[src/rtl/cmn_rst_seq.sv]
// cmn_rst_seq: reset sequencer.
// Synchronises the incoming asynchronous reset, then releases NUM_CH active-low
// reset outputs one at a time in index order, with GAP_CYC cycles between
// enabled channels. A warm reset can be requested from software once the
// sequence has finished.
// Optional build macro CMN_RST_SEQ_STATS_EN adds the warm_cnt / last_len
// statistics outputs.
module cmn_rst_seq #(
    parameter int NUM_CH      = 4,
    parameter int SYNC_STAGES = 2,
    parameter int HOLD_CYC    = 8,
    parameter int GAP_CYC     = 4,
    parameter int LEN_W       = 8,
    localparam int CH_W       = (NUM_CH > 1) ? $clog2(NUM_CH) : 1
) (
    input  logic              clk,
    input  logic              rst_n,
    input  logic [NUM_CH-1:0] ch_en,
    input  logic              sw_rst_req,
    input  logic [LEN_W-1:0]  sw_rst_len,
    output logic [NUM_CH-1:0] rst_out_n,
    output logic              seq_busy,
    output logic              seq_done,
    output logic [CH_W-1:0]   cur_ch
`ifdef CMN_RST_SEQ_STATS_EN
    ,
    output logic [15:0]       warm_cnt,
    output logic [LEN_W-1:0]  last_len
`endif
);

    // One counter serves every phase; it must hold the longest phase without wrapping.
    localparam int LEN_MAX  = 1 << LEN_W;
    localparam int HG_MAX   = (HOLD_CYC > GAP_CYC) ? HOLD_CYC : GAP_CYC;
    localparam int CNT_MAX  = (HG_MAX > LEN_MAX) ? HG_MAX : LEN_MAX;
    localparam int CNT_W    = $clog2(CNT_MAX + 1);

    typedef enum logic [2:0] {
        ST_SYNC    = 3'd0,
        ST_HOLD    = 3'd1,
        ST_RELEASE = 3'd2,
        ST_DONE    = 3'd3,
        ST_SWRST   = 3'd4
    } state_t;

    state_t                 state_q, state_d;
    logic [SYNC_STAGES-1:0] sync_q;
    logic [CNT_W-1:0]       cnt_q, cnt_d;
    logic [NUM_CH-1:0]      en_q, en_d;
    logic [LEN_W-1:0]       len_q, len_d;
    logic [CH_W-1:0]        cur_ch_q, cur_ch_d;
    logic [NUM_CH-1:0]      rst_out_q, rst_out_d;

    logic [CH_W:0]          first_en;
    logic [CH_W:0]          next_en;
    logic                   enter_rel;
    logic                   warm_acc;

    // Lowest set bit of en at or above index 'from'; MSB of the result flags "found".
    function automatic logic [CH_W:0] find_en(input logic [NUM_CH-1:0] en, input int from);
        logic            found;
        logic [CH_W-1:0] idx;
        found = 1'b0;
        idx   = '0;
        for (int i = 0; i < NUM_CH; i++) begin
            if (!found && (i >= from) && en[i]) begin
                found = 1'b1;
                idx   = CH_W'(i);
            end
        end
        return {found, idx};
    endfunction

    // Set one bit of a channel vector selected by a channel index.
    function automatic logic [NUM_CH-1:0] set_ch(input logic [NUM_CH-1:0] vec,
                                                 input logic [CH_W-1:0]   idx);
        logic [NUM_CH-1:0] res;
        res = vec;
        for (int i = 0; i < NUM_CH; i++) begin
            if (i == int'(idx)) begin
                res[i] = 1'b1;
            end
        end
        return res;
    endfunction

    // Reset synchroniser: shifts a 1 in once rst_n is released.
    always_ff @(posedge clk or negedge rst_n) begin
        if (!rst_n) begin
            sync_q <= '0;
        end else begin
            sync_q <= {sync_q[SYNC_STAGES-2:0], 1'b1};
        end
    end

    assign first_en = find_en(ch_en, 0);
    assign next_en  = find_en(en_q, int'(cur_ch_q) + 1);
    assign warm_acc = (state_q == ST_DONE) && sw_rst_req;

    // Sequencer next-state: phase counting, channel walk and warm-reset entry.
    always_comb begin
        state_d   = state_q;
        cnt_d     = cnt_q;
        en_d      = en_q;
        len_d     = len_q;
        cur_ch_d  = cur_ch_q;
        rst_out_d = rst_out_q;
        enter_rel = 1'b0;

        case (state_q)
            ST_SYNC: begin
                if (sync_q[SYNC_STAGES-1]) begin
                    // With no hold time the first release coincides with leaving SYNC.
                    if (HOLD_CYC == 0) begin
                        enter_rel = 1'b1;
                    end else begin
                        state_d = ST_HOLD;
                        cnt_d   = '0;
                    end
                end
            end

            ST_HOLD: begin
                if (cnt_q == CNT_W'(HOLD_CYC - 1)) begin
                    enter_rel = 1'b1;
                end else begin
                    cnt_d = cnt_q + 1'b1;
                end
            end

            ST_RELEASE: begin
                // The channel in cur_ch_q has already been released; look for the next one.
                if (!next_en[CH_W]) begin
                    state_d  = ST_DONE;
                    cur_ch_d = '0;
                end else if (cnt_q == CNT_W'(GAP_CYC - 1)) begin
                    rst_out_d = set_ch(rst_out_q, next_en[CH_W-1:0]);
                    cur_ch_d  = next_en[CH_W-1:0];
                    cnt_d     = '0;
                end else begin
                    cnt_d = cnt_q + 1'b1;
                end
            end

            ST_DONE: begin
                if (sw_rst_req) begin
                    state_d   = ST_SWRST;
                    rst_out_d = '0;
                    cnt_d     = '0;
                    // A zero length still gives a one-cycle pulse.
                    len_d     = (sw_rst_len == '0) ? LEN_W'(1) : sw_rst_len;
                end
            end

            ST_SWRST: begin
                if (cnt_q == (CNT_W'(len_q) - CNT_W'(1))) begin
                    if (HOLD_CYC == 0) begin
                        enter_rel = 1'b1;
                    end else begin
                        state_d = ST_HOLD;
                        cnt_d   = '0;
                    end
                end else begin
                    cnt_d = cnt_q + 1'b1;
                end
            end

            default: begin
                state_d = ST_SYNC;
                cnt_d   = '0;
            end
        endcase

        // Entering RELEASE: latch the enables and release the first enabled channel
        // on the same edge. Disabled channels are skipped without spending cycles.
        if (enter_rel) begin
            state_d  = ST_RELEASE;
            en_d     = ch_en;
            cnt_d    = '0;
            cur_ch_d = first_en[CH_W] ? first_en[CH_W-1:0] : '0;
            if (first_en[CH_W]) begin
                rst_out_d = set_ch(rst_out_q, first_en[CH_W-1:0]);
            end
        end
    end

    // Sequencer state and output registers; rst_n forces every output into reset.
    always_ff @(posedge clk or negedge rst_n) begin
        if (!rst_n) begin
            state_q   <= ST_SYNC;
            cnt_q     <= '0;
            en_q      <= '0;
            len_q     <= '0;
            cur_ch_q  <= '0;
            rst_out_q <= '0;
        end else begin
            state_q   <= state_d;
            cnt_q     <= cnt_d;
            en_q      <= en_d;
            len_q     <= len_d;
            cur_ch_q  <= cur_ch_d;
            rst_out_q <= rst_out_d;
        end
    end

    assign rst_out_n = rst_out_q;
    assign seq_busy  = (state_q != ST_DONE);
    assign seq_done  = (state_q == ST_DONE);
    assign cur_ch    = (state_q == ST_RELEASE) ? cur_ch_q : '0;

`ifdef CMN_RST_SEQ_STATS_EN
    logic [15:0]      warm_cnt_q;
    logic [LEN_W-1:0] last_len_q;

    // Accepted warm-reset statistics; only a real rst_n clears them.
    always_ff @(posedge clk or negedge rst_n) begin
        if (!rst_n) begin
            warm_cnt_q <= '0;
            last_len_q <= '0;
        end else if (warm_acc) begin
            if (warm_cnt_q != 16'hFFFF) begin
                warm_cnt_q <= warm_cnt_q + 16'd1;
            end
            last_len_q <= sw_rst_len;
        end
    end

    assign warm_cnt = warm_cnt_q;
    assign last_len = last_len_q;
`else
    // Without statistics the acceptance strobe has no consumer.
    logic unused_warm_acc;
    assign unused_warm_acc = warm_acc;
`endif

endmodule

[config.mk]
export PLATFORM = sky130hd
export DESIGN_NAME = cmn_rst_seq
export DESIGN_NICKNAME = d
export VERILOG_FILES = /design/src/rtl/cmn_rst_seq.sv
export SDC_FILE = /design/constraint.sdc
export NUM_CORES = 1
export LEC_CHECK = 0
export CORE_MARGIN = 4
export CORE_UTILIZATION = 51
export CTS_CLUSTER_DIAMETER = 50
export DETAILED_ROUTE_END_ITERATION = 7
export DONT_BUFFER_PORTS = 1
export PLACE_DENSITY = 0.66
export SLEW_MARGIN = 30
export SYNTH_ARGS = -nofsm -noshare
export SYNTH_HDL_FRONTEND = slang
export SYNTH_SLANG_ARGS = --single-unit
export TNS_END_PERCENT = 50
[constraint.sdc]
create_clock -name clk -period 5.5 [get_ports clk]
set_clock_uncertainty 0.1 [all_clocks]
set_input_delay 1.1 -clock clk [delete_from_list [all_inputs] [get_ports clk]]
set_output_delay 1.1 -clock clk [all_outputs]
set_load 0.05 [all_outputs]
# Word-level counts from Yosys, hierarchy flattened
# Index checks and enable logic that the tools add are counted.
word_totals:
  reg_bits: 32
  elab_cells: 119
  output_inout_bits: 8
  inputBits: 15
classes:
  eq_ne: 26
  n_addsub: 3
  n_reduce_logical: 25
  n_mux: 51
  order_cmp: 4
ops:
  columns: ["operator", "count"]
  rows:
  - ["two-way mux 9 bit", 7]
  - ["one-hot mux 9 bit (5 select lines)", 1]
  - ["two-way mux 1 bit", 20]
  - ["two-way mux 2 bit", 10]
  - ["two-way mux 4 bit", 5]
  - ["inequality test 3 x 2 -> 1 bit, second input constant", 6]
  - ["two-way mux 3 bit", 5]
  - ["inequality test 3 bit, second input constant", 5]
  - ["one-hot mux 3 bit (5 select lines)", 1]
  - ["logical AND 1 bit", 10]
  - ["adder 9 x 1 -> 9 bit, second input constant", 1]
  - ["== test 9 x 2 -> 1 bit, second input constant", 1]
  - ["== test 9 x 3 -> 1 bit, second input constant", 1]
  - ["== test 9 bit", 1]
  - ["subtractor 8 x 1 -> 9 bit, second input constant", 1]
  - ["== test 2 bit, first input constant", 4]
  - ["zero test 8 bit", 1]
  - ["two-way mux 8 bit", 1]
  - ["one-hot mux 4 bit (2 select lines)", 1]
  - ["== test 3 x 2 -> 1 bit, second input constant", 2]
  - ["greater-or-equal comparator 1 x 3 -> 1 bit, first input constant", 2]
  - ["greater-or-equal comparator 2 x 3 -> 1 bit, first input constant", 2]
  - ["zero test 1 bit", 6]
  - ["AND reduction 5 bit", 1]
  - ["other kinds (11)", 14]

# Depth between registers and ports, before layout
logic_depth:
  ltp_word: 23
  ltp_mapped: 9
  depth_no_buf: 9

# Worst setup path before layout
# OpenSTA, ideal clock, no wires.
synth_path:
  path_type: "reg2out"
  startpoint: "reg state_q[1]"
  endpoint: "out seq_done"
  required_time_ns: 4.300
  t_arrival_ns: 1.311
  n_path_buf: 0
  path_stages_with_launch: 4
  path_slack_ns: 2.989
  path_cell_list: "dfrtp_1 > nor2b_1 > nand2_1 > inv_1"
synth_via:
  elab_chain_len: 1
synth_lines:
  columns: ["item", "line_no", "text"]
  rows:
  - ["start, declared", "46", "state_t state_q, state_d;"]
  - ["start signal, assigned", "197", "state_q <= state_d;"]
  - ["== test 3 x 2 -> 1 bit", "208", "assign seq_done = (state_q == ST_DONE);"]
  - ["end, declared", "23", "output logic seq_done,"]
# No other way between the ends.

# Final worst setup path
# Same ends and word-level chain as after synthesis.

==> results.txt <==
- Portion of synthesized cell area occupied by the leading cell type: 38.20%
- Placeable core area: 3744 sq um
* Remaining global-route overflow: 0
- Pin placement for this block handled 23 I/O pins.
* PostCTS Resize Cnt: 0
* Starting DRT DRC Count: 103
- Cell-by-cell listing of the critical path: nor2b_1 -> nand2_1 -> inv_1
- Routed length per placed instance: 15.23 um
- The HPWL after detailed placement is 3.218 mm.
* Critical path type: register to primary output
- The via count of the first global-routing pass is 1,567.
* Number of distinct standard cells referenced by the synthesized netlist: 51
- Clock-pin slew was measured on the worst setup and hold paths at 0.07 ns.
- Largest voltage drop on the vdd net: 0.0003055 V
- The net count of the finished layout is 246.
* Number of port buffers: 0
- The final hold violation count is 0.
- Critical path required time: 4.30 ns
- The tree is rooted in a sky130_fd_sc_hd__clkbuf_8.
- Sequential area share after synthesis: 38.20%
- The tool flagged a number of max-cap violations equal to 0.
* Final critical-path share of the clock period: 58.42%
* Cell area after technology mapping: 2031 sq um
* Post-detailed-route count of antenna-violating nets: 0
* Die Footprint: 5055 sq um
* Library cell with the largest summed area after synthesis: sky130_fd_sc_hd__dfrtp_1
* Max frequency: 311.2 MHz
* Antenna Cells: 0
- For this design the static power due to leakage is 0.0009128 uW.
- The worst setup path is captured at a primary output.
- Final wirelength: 4.233 mm
- The post-route netlist has 12.61% of its cells at a drive strength greater than 1.
- The Yosys step of the flow raised 0 warnings.
- Clock tree from TritonCTS: done
- Height of the chip: 71.10 um
- By instance count, the leading cell after synthesis is sky130_fd_sc_hd__dfrtp_1.
- STA classifies the critical path startpoint as a register.
- Before antenna repair, the detailed router went through 4 iterations.
* CP max stage delay: 0.62 ns
- For the final routed database, the setup TNS stands at 0 ns.
- Cell Rows: 22
* Maximum fanout encountered on the critical timing path: 15
- The routed layout has 1,665 vias.
* Maximum level of the CTS H-tree: 2
* Width of the die: 71.10 um
* Final count of pins violating max slew: 0
- Global-route usage over all layers: 17.91%
* Unrepaired setup endpoints after global routing: no
- For this design, the sink count on the clock tree is 31.
- Buffers added to address setup during post-CTS repair amount to 0.
- Power spread over the standard cell area amounts to 596.6 nW/um^2.
- Count of flip-flops with a built-in enable after synthesis: 0
- Drc violations: 0
- Post-synth top flop: sky130_fd_sc_hd__dfrtp_1
- Number of instances in the synthesized netlist: 232
- Global placer's final weighted congestion: 0.8199
* CP max-delay cell: sky130_fd_sc_hd__dfrtp_1
- Initial antenna violation count: 0
- Transition time at the pin with the least slew margin: 0.5378 ns
- The worst hold path belongs to the class register to register.
- When the netlist entered floorplanning its net count stood at 249.
- By count the netlist is led by 31 x sky130_fd_sc_hd__dfrtp_1, 30 x sky130_fd_sc_hd__nand2_1, 18 x sky130_fd_sc_hd__nor2_1.
* CP Data Arrival Time: 2.01 ns
- In the routed layout, each cell is associated on average with a via count of 5.989.
- The number of hold buffers added after CTS was 0.
- Entering global routing, the biggest net connects 32 pins.
- Final critical path time including I/O delays and setup: 3.213 ns
- Top cells by area, synth: sky130_fd_sc_hd__dfrtp_1 38%, sky130_fd_sc_hd__nand2_1 5.5%, sky130_fd_sc_hd__mux2_2 5.0%
- Counting along the longest clock path gives a buffer depth of 2.
* Flop and latch count out of synthesis: 31
- Status: finished clean
* Layout overhead on the synthesized area: 7.024%
- Dividing the synthesized area by the synthesized cell count gives 8.753 sq um.
- Counting the buffers created by CTS gives 5.
- For this configuration, the core starts out at a cell density of 54.24%.
- The first global-routing pass estimated 7.224 mm of wire.
- Final setup viols: 0
* Async set-reset flop share out of synthesis: 100.0%
- Measured against its own limit, the worst slew margin works out to 63.95%.
* Power Total: 1297 uW
* Insertion delay to the later sink of the worst-skew pair: 0.28 ns
-- placed cells by master (no fill, tap or decap), types with 3 or more instances in the layout --
cell type	n
sky130_fd_sc_hd__and2_1	4
sky130_fd_sc_hd__clkbuf_8	6
sky130_fd_sc_hd__nand2_1	30
sky130_fd_sc_hd__and3_1	3
sky130_fd_sc_hd__mux2_2	9
sky130_fd_sc_hd__o21ai_0	10
sky130_fd_sc_hd__nand4_1	6
sky130_fd_sc_hd__xnor2_1	5
sky130_fd_sc_hd__inv_1	9
sky130_fd_sc_hd__o211ai_1	7
sky130_fd_sc_hd__nor2b_1	5
sky130_fd_sc_hd__nor2_1	18
sky130_fd_sc_hd__nand3_1	7
sky130_fd_sc_hd__nor3_1	7
sky130_fd_sc_hd__a21oi_1	10
sky130_fd_sc_hd__nand2b_1	7
sky130_fd_sc_hd__dfrtp_1	31
sky130_fd_sc_hd__o21a_1	3
sky130_fd_sc_hd__nor3b_1	3
sky130_fd_sc_hd__xor2_1	5
-- critical path, delay by kind of cell, from the launching register on --
kind	cells	cell delay, ns
buffers and inverters	1	0.50
AND/OR/NAND/NOR	2	0.61
flip-flops	1	0.62
-- path summary, 6_finish.rpt --
path	start	end	slack, ns	depth (start not counted)
setup / recovery	state_q[1]	seq_done	2.29	3
hold / removal	sync_q[0]	sync_q[1]	0.25	0
setup reg to reg	state_q[1]	len_q[6]	2.69	5
hold reg to reg	sync_q[0]	sync_q[1]	0.25	0
max in group asynchronous	rst_n	len_q[2]	4.81	0
min in group asynchronous	rst_n	rst_out_n[1]	0.41	0
-- report_power, final --
group          switching (uW)  leakage (uW)  internal (uW)
Sequential                187      0.000390            311
Clock                    84.5     0.0000612            146
Combinational             297      0.000462            271
Total                     568      0.000913            729
-- flip-flops by register name, indices dropped and copies added (netlist names) --
name	cells
cnt_q	9
cur_ch_q	2
en_q	3
len_q	8
rst_out_n	4
state_q	3
sync_q	2
-- stage by stage --
step / cell area, sq um / instances / worst slack [ns] / utilization (%) / hold WS [ns]
finish: 2173 / 278 / 2.287 / 58.05 / 0.2532
global route: 2173 / 278 / 2.175 / 58.05 / 0.2694
CTS: 2173 / 278 / 2.294 / 58.05 / 0.2570
detailed placement: 2056 / 270 / 2.604 / 54.91 / 0.2418
global placement: 2056 / 270 / 2.703 / 54.91 / 0.2341
floorplan: 2031 / 232 / 2.989 / - / 0.2312
-- cells by family (layout without fill, tap and decap cells) --
logic type / after synthesis / count (layout) / synth area share (%)
xor+xnor: 10 / 10 / 4.313
compound gates: 51 / 51 / 18.79
flops: 31 / 31 / 38.20
buf+inv: 20 / 18 / 3.758
mux: 11 / 11 / 5.977
simple gates: 105 / 105 / 27.05
other cells: 1 / 1 / 0.1847
fa+ha+maj: 3 / 3 / 1.725
-- per-layer routing --
metal | vias to the layer above | GRT usage (%) | share of wire, %
li1 | 817 | - | -
met1 | 800 | 24.71 | 47
met2 | 46 | 27.19 | 46
met3 | 2 | 5.256 | 6.1
met4 | 0 | 5.637 | 0.64
met5 | - | 0 | 0
-- area by class of cell --
class | instances | area, sq um
multi-input cells | 181 | 1179
well taps | 48 | 60.06
clock inverters | 2 | 35.03
fillers | 353 | 1570
repair buffers | 1 | 7.507
inverters | 9 | 33.78
flip-flops and latches | 31 | 775.7
clock buffers | 6 | 82.58
Power figures use the tool's default switching activity.
